[src/rtl/vga_sync_gen.sv]
// vga_sync_gen: raster timing generator for a VGA output.
// A prescaler divides CLK down to the pixel rate; horizontal and vertical
// counters then walk the raster. Coordinates, sync, blanking and frame
// strobes are all decoded from the same registered state, so every output
// describes the same pixel in the same cycle.
module vga_sync_gen #(
  parameter int CLK_DIV   = 2,
  parameter int H_VISIBLE = 640,
  parameter int H_FP      = 16,
  parameter int H_SYNC    = 96,
  parameter int H_BP      = 48,
  parameter int V_VISIBLE = 480,
  parameter int V_FP      = 10,
  parameter int V_SYNC    = 2,
  parameter int V_BP      = 33
) (
  input  logic        CLK,
  input  logic        RESETn,        // active-high synchronous reset despite the name
  output logic [10:0] oCoord_X,
  output logic [10:0] oCoord_Y,
  output logic        oVGA_HS,
  output logic        oVGA_VS,
  output logic        oVGA_BLANK_N,
  output logic        oPix_En,
  output logic        oFrame_End,
  output logic [7:0]  oFrame_Cnt
);

  localparam int H_TOTAL = H_VISIBLE + H_FP + H_SYNC + H_BP;
  localparam int V_TOTAL = V_VISIBLE + V_FP + V_SYNC + V_BP;

  // Sized decode constants so every comparison is 11 bits wide.
  localparam logic [10:0] H_LAST     = 11'(H_TOTAL - 1);
  localparam logic [10:0] V_LAST     = 11'(V_TOTAL - 1);
  localparam logic [10:0] H_VIS_END  = 11'(H_VISIBLE);
  localparam logic [10:0] V_VIS_END  = 11'(V_VISIBLE);
  localparam logic [10:0] HS_FIRST   = 11'(H_VISIBLE + H_FP);
  localparam logic [10:0] HS_LAST    = 11'(H_VISIBLE + H_FP + H_SYNC - 1);
  localparam logic [10:0] VS_FIRST   = 11'(V_VISIBLE + V_FP);
  localparam logic [10:0] VS_LAST    = 11'(V_VISIBLE + V_FP + V_SYNC - 1);

  // Prescaler is 4 bits wide so it covers the full 1..8 divide range.
  localparam logic [3:0]  DIV_LAST   = 4'(CLK_DIV - 1);

  // Reject configurations the 11-bit counters or 4-bit prescaler cannot hold.
  generate
    if (H_TOTAL > 2047) begin : g_bad_h_total
      $error("vga_sync_gen: H_TOTAL exceeds 11-bit counter range");
    end
    if (V_TOTAL > 2047) begin : g_bad_v_total
      $error("vga_sync_gen: V_TOTAL exceeds 11-bit counter range");
    end
    if ((CLK_DIV < 1) || (CLK_DIV > 8)) begin : g_bad_clk_div
      $error("vga_sync_gen: CLK_DIV must be in 1..8");
    end
  endgenerate

  logic [3:0]  r_div;
  logic [10:0] r_h;
  logic [10:0] r_v;
  logic [7:0]  r_frame_cnt;

  logic        w_pix_tick;
  logic        w_h_last;
  logic        w_v_last;

  // With CLK_DIV=1 DIV_LAST is 0 and the prescaler never leaves 0, so the
  // tick is asserted on every cycle.
  assign w_pix_tick = (r_div == DIV_LAST);
  assign w_h_last   = (r_h == H_LAST);
  assign w_v_last   = (r_v == V_LAST);

  // Prescaler and raster counters; reset wins immediately, mid-frame or not.
  always_ff @(posedge CLK) begin
    if (RESETn) begin
      r_div       <= 4'd0;
      r_h         <= 11'd0;
      r_v         <= 11'd0;
      r_frame_cnt <= 8'd0;
    end else if (w_pix_tick) begin
      r_div <= 4'd0;
      if (w_h_last) begin
        r_h <= 11'd0;
        if (w_v_last) begin
          r_v         <= 11'd0;
          r_frame_cnt <= r_frame_cnt + 8'd1;
        end else begin
          r_v <= r_v + 11'd1;
        end
      end else begin
        r_h <= r_h + 11'd1;
      end
    end else begin
      r_div <= r_div + 4'd1;
    end
  end

  // Output decode purely from registered state: no input-to-output path.
  always_comb begin
    oCoord_X     = r_h;
    oCoord_Y     = r_v;
    oVGA_HS      = !((r_h >= HS_FIRST) && (r_h <= HS_LAST));
    oVGA_VS      = !((r_v >= VS_FIRST) && (r_v <= VS_LAST));
    oVGA_BLANK_N = (r_h < H_VIS_END) && (r_v < V_VIS_END);
    oPix_En      = w_pix_tick;
    oFrame_End   = w_pix_tick && w_h_last && w_v_last;
    oFrame_Cnt   = r_frame_cnt;
  end

endmodule

[config.mk]
export PLATFORM = sky130hd
export DESIGN_NAME = vga_sync_gen
export DESIGN_NICKNAME = d
export VERILOG_FILES = /design/src/rtl/vga_sync_gen.sv
export SDC_FILE = /design/constraint.sdc
export NUM_CORES = 1
export LEC_CHECK = 0
export ABC_AREA = 1
export BUFFER_PORTS_ARGS = -buffer_cell sky130_fd_sc_hd__buf_2
export CAP_MARGIN = 20
export CORE_ASPECT_RATIO = 0.6
export CORE_MARGIN = 3
export CORE_UTILIZATION = 50
export DETAILED_ROUTE_END_ITERATION = 10
export GPL_ROUTABILITY_DRIVEN = 0
export PLACE_DENSITY_LB_ADDON = 0.05
export SETUP_SLACK_MARGIN = 0.4
export SYNTH_ARGS = -nofsm -noshare
export SYNTH_HDL_FRONTEND = slang
export SYNTH_SLANG_ARGS = --single-unit
[constraint.sdc]
create_clock -name CLK -period 3.4 [get_ports CLK]
set_clock_uncertainty 0.2 [all_clocks]
set_input_delay 0.34 -clock CLK [delete_from_list [all_inputs] [get_ports CLK]]
set_output_delay 0.34 -clock CLK [all_outputs]
set_load 0.01 [all_outputs]
==> qor.csv <==
stage,metric,value,unit
clock_tree,setup bufs post-CTS,0,
clock_tree,clk_lat worst skew,0.30,ns
timing,Worst slew margin,69.51,%
worst_hold_path,Hold Crit Endpoint,oCoord_X[4],
timing,Worst Max-Slew Pin Slew,0.4558,ns
synth,Syn. warnings,0,
layout,Multi-input gate area,1209,sq um
placement,dpl cells,388,
synth,Seq cells post-synth,34,
timing,fin crit period,2.334,ns
layout,fin cells,396,
worst_setup_path,reg-to-reg endpoint,oCoord_Y[1],
placement,pre-CTS setup slack,1.389,ns
route,initial drt markers,138,
layout,final net count,358,
worst_setup_path,Worst setup startpoint,oCoord_X[0],
clock_tree,hold_buf cts,0,
worst_setup_path,arrival time worst endpoint,1.79,ns
worst_setup_path,crit-path max cell delay,0.39,ns
timing,final-report hold violation count,0,
route,drt total wl,5097,um
worst_setup_path,crit-path cells,ha_1 > nand2_2 > nor2_4 > nand3_1 > nor2_1 > nand2_1 > inv_1 > buf_2,
synth,Mean Syn Cell Area,6.587,sq um
route,Via Count,2080,
placement,Post-DP HPWL,3788,um
timing,unrepaired setup endpoints after global routing,no,
worst_setup_path,CP Launch Type,flip-flop,
synth,sequential fraction of the synthesis area,32.91,%
layout,Seq. cell area,680.7,sq um
die,die height,55.82,um
route,total iterations of the first detailed-routing run,5,
grt,initial antenna violation count,0,
power_and_ir_drop,Pwr per Cell Area,360.1,nW/um^2
timing,Final setup viols,0,
worst_setup_path,WP data required,2.86,ns
layout,fraction of layout cells with a size suffix above 1,16.91,%
synth,area of the mapped netlist,2068,sq um
route,vias per std cell,5.253,
clock_tree,deepest clock path buffer count,2,
die,Die ar.,4970,sq um
worst_setup_path,R2R depth,8,
route,Routed WL per cell,12.87,um
worst_setup_path,worst reg-to-reg setup slack,1.44,ns
die,Die Wd,89.03,um
clock_tree,H-Tree Depth,2,
timing,max frequency,428.5,MHz
grt,GRT overflow,0,
synth,Synth cell types,31,
clock_tree,Clock Tree Root,clkbuf_8,
worst_setup_path,Worst Path Max Fanout,6,
die,core area,3829,sq um
clock_tree,CTS tree,built,
layout,ant diodes,0,
layout,Fillers,390,
grt,number of global-route vias before repair,1847,
grt,largest net degree at the start of global routing,21,
placement,IO Port Bufs,36,
worst_hold_path,hold depth,2,
die,# IOs,37,
worst_hold_path,Worst Hold Launch,RESETn,
worst_setup_path,CP max-delay cell,dfxtp_1,
route,remaining antenna violation count after routing,0,
synth,synthesized instance count,314,
grt,GRT Util Overall,22.19,%
run,Max Cap Viol,0,
clock_tree,clk slew on worst S/H paths,0.08,ns
route,drc violations,0,
timing,count of final max-slew check failures,0,
worst_setup_path,worst r2r src,oCoord_X[0],
clock_tree,Num CTS Buffers,5,
timing,final worst path period share,68.64,%
power_and_ir_drop,Max VDD drop,0.2054,mV
grt,first-pass GRT wire length,8673,um
layout,Util after Layout,61.90,%
power_and_ir_drop,Leak,0.001017,uW
clock_tree,post-CTS sizing,0,
status,run status,"finished, final reports clean",
power_and_ir_drop,Pwr Total,853.4,uW
synth,Syn Nets,324,
worst_hold_path,worst hold-check path type,input pin to flip-flop,
timing,post-route setup slack,1.066,ns
die,Row Count,17,
clock_tree,clk sink count,34,
worst_setup_path,WS Path Type,flip-flop to output port,
layout,area added between synthesis and finish,14.58,%
timing,total negative slack,0,ns
die,Starting Density,54.02,%
worst_setup_path,CP Capture Type,output port,
==> worst max-delay path by stage <==
stage	slack (ns)	to	depth (start not counted)
after floorplan	1.57	oFrame_End	7
after global placement	1.49	oFrame_End	8
after detailed placement	1.39	oFrame_End	8
after CTS	1.06	oFrame_End	8
after global routing	0.86	oFrame_End	8
final	1.07	oFrame_End	8
==> placed cells by master (no fill, tap or decap), drive strengths merged, types with 6 or more instances in the layout <==
cell   count
nand2     81
nor2      54
buf       36
dfxtp     34
nand3     34
inv       34
a21oi     21
nand4      9
ha         8
o21ai      8
xor2       6
==> registers in the layout, summed over array words and instances (netlist names) <==
name and cells:
oCoord_X 11, oCoord_Y 11, oFrame_Cnt 8, r_div 4
==> critical path: cells and delay by family, from the launching register on <==
kind                       cells  cell delay [ns]
adders and majority gates      1             0.30
buffers and inverters          2             0.18
DFF                            1             0.39
and+or+nand+nor                5             0.63
==> area by class of cell <==
| class | instances | area share (%) |
|---|---|---|
| flip-flops and latches | 34 | 28.72 |
| well taps | 47 | 2.482 |
| clock inverters | 3 | 1.901 |
| repair buffers | 36 | 7.603 |
| multi-input cells | 237 | 51.00 |
| inverters | 34 | 5.385 |
| clock buffers | 5 | 2.904 |
==> power by group <==
group / total [uW] / internal [uW] / leakage (uW) / switching, uW
combinational: 52.8 / 15.2 / 0.000692 / 37.6
clock: 388 / 218 / 0.0000504 / 170
sequential: 413 / 405 / 0.000274 / 7.38
==> cell families (layout without fill, tap and decap cells) <==
family          after synthesis  after routing  synth area share [%]
compound gates               33             33                 8.410
xor+xnor                      9              9                 3.811
fa+ha+maj                     8              8                 4.840
buf+inv                      43             78                 8.650
flops                        34             34                 32.91
simple gates                187            187                 41.38
==> metal layers <==
layer  up-vias  wire (um)  GRT usage [%]
met1       926       2755          34.96
met4         0         44          6.582
met3         4        417          6.509
met2        71       1879          28.33
met5         -          0              0
li1       1079          -              -
==> cell usage after synthesis <==
cell type | count | area [sq um]
buf_4 | 2 | 15.01
nor2_4 | 1 | 11.26
nor3_4 | 1 | 16.27
xor2_1 | 6 | 52.55
ha_1 | 8 | 100.1
nor2_2 | 5 | 31.28
nor2_8 | 1 | 20.02
o22ai_1 | 1 | 6.260
nor4_1 | 2 | 12.51
nor3b_1 | 1 | 7.510
buf_6 | 1 | 11.26
a21oi_1 | 21 | 105.1
xnor2_1 | 3 | 26.28
o21ai_0 | 6 | 30.03
nand2_2 | 3 | 18.77
dfxtp_1 | 34 | 680.7
buf_2 | 2 | 10.01
nand3_1 | 33 | 165.2
nor2_1 | 47 | 176.4
o311ai_0 | 1 | 8.760
nand3_4 | 1 | 17.52
nor3_1 | 3 | 15.01
inv_2 | 3 | 11.26
inv_1 | 31 | 116.4
o21a_1 | 1 | 7.510
nand4_1 | 9 | 56.30
a31oi_1 | 1 | 6.260
nand2_1 | 78 | 292.8
o21ai_1 | 2 | 10.01
nand3b_1 | 2 | 15.01
clkbuf_1 | 4 | 15.01
==> per-stage QoR <==
step | area (sq um) | hold WS [ns]
finish | 2370 | 0.2672
global placement | 2256 | 0.2509
global route | 2370 | 0.2935
detailed placement | 2256 | 0.2570
CTS | 2370 | 0.2613
floorplan | 2068 | 0.2334
(Power assumes the default switching activity.)
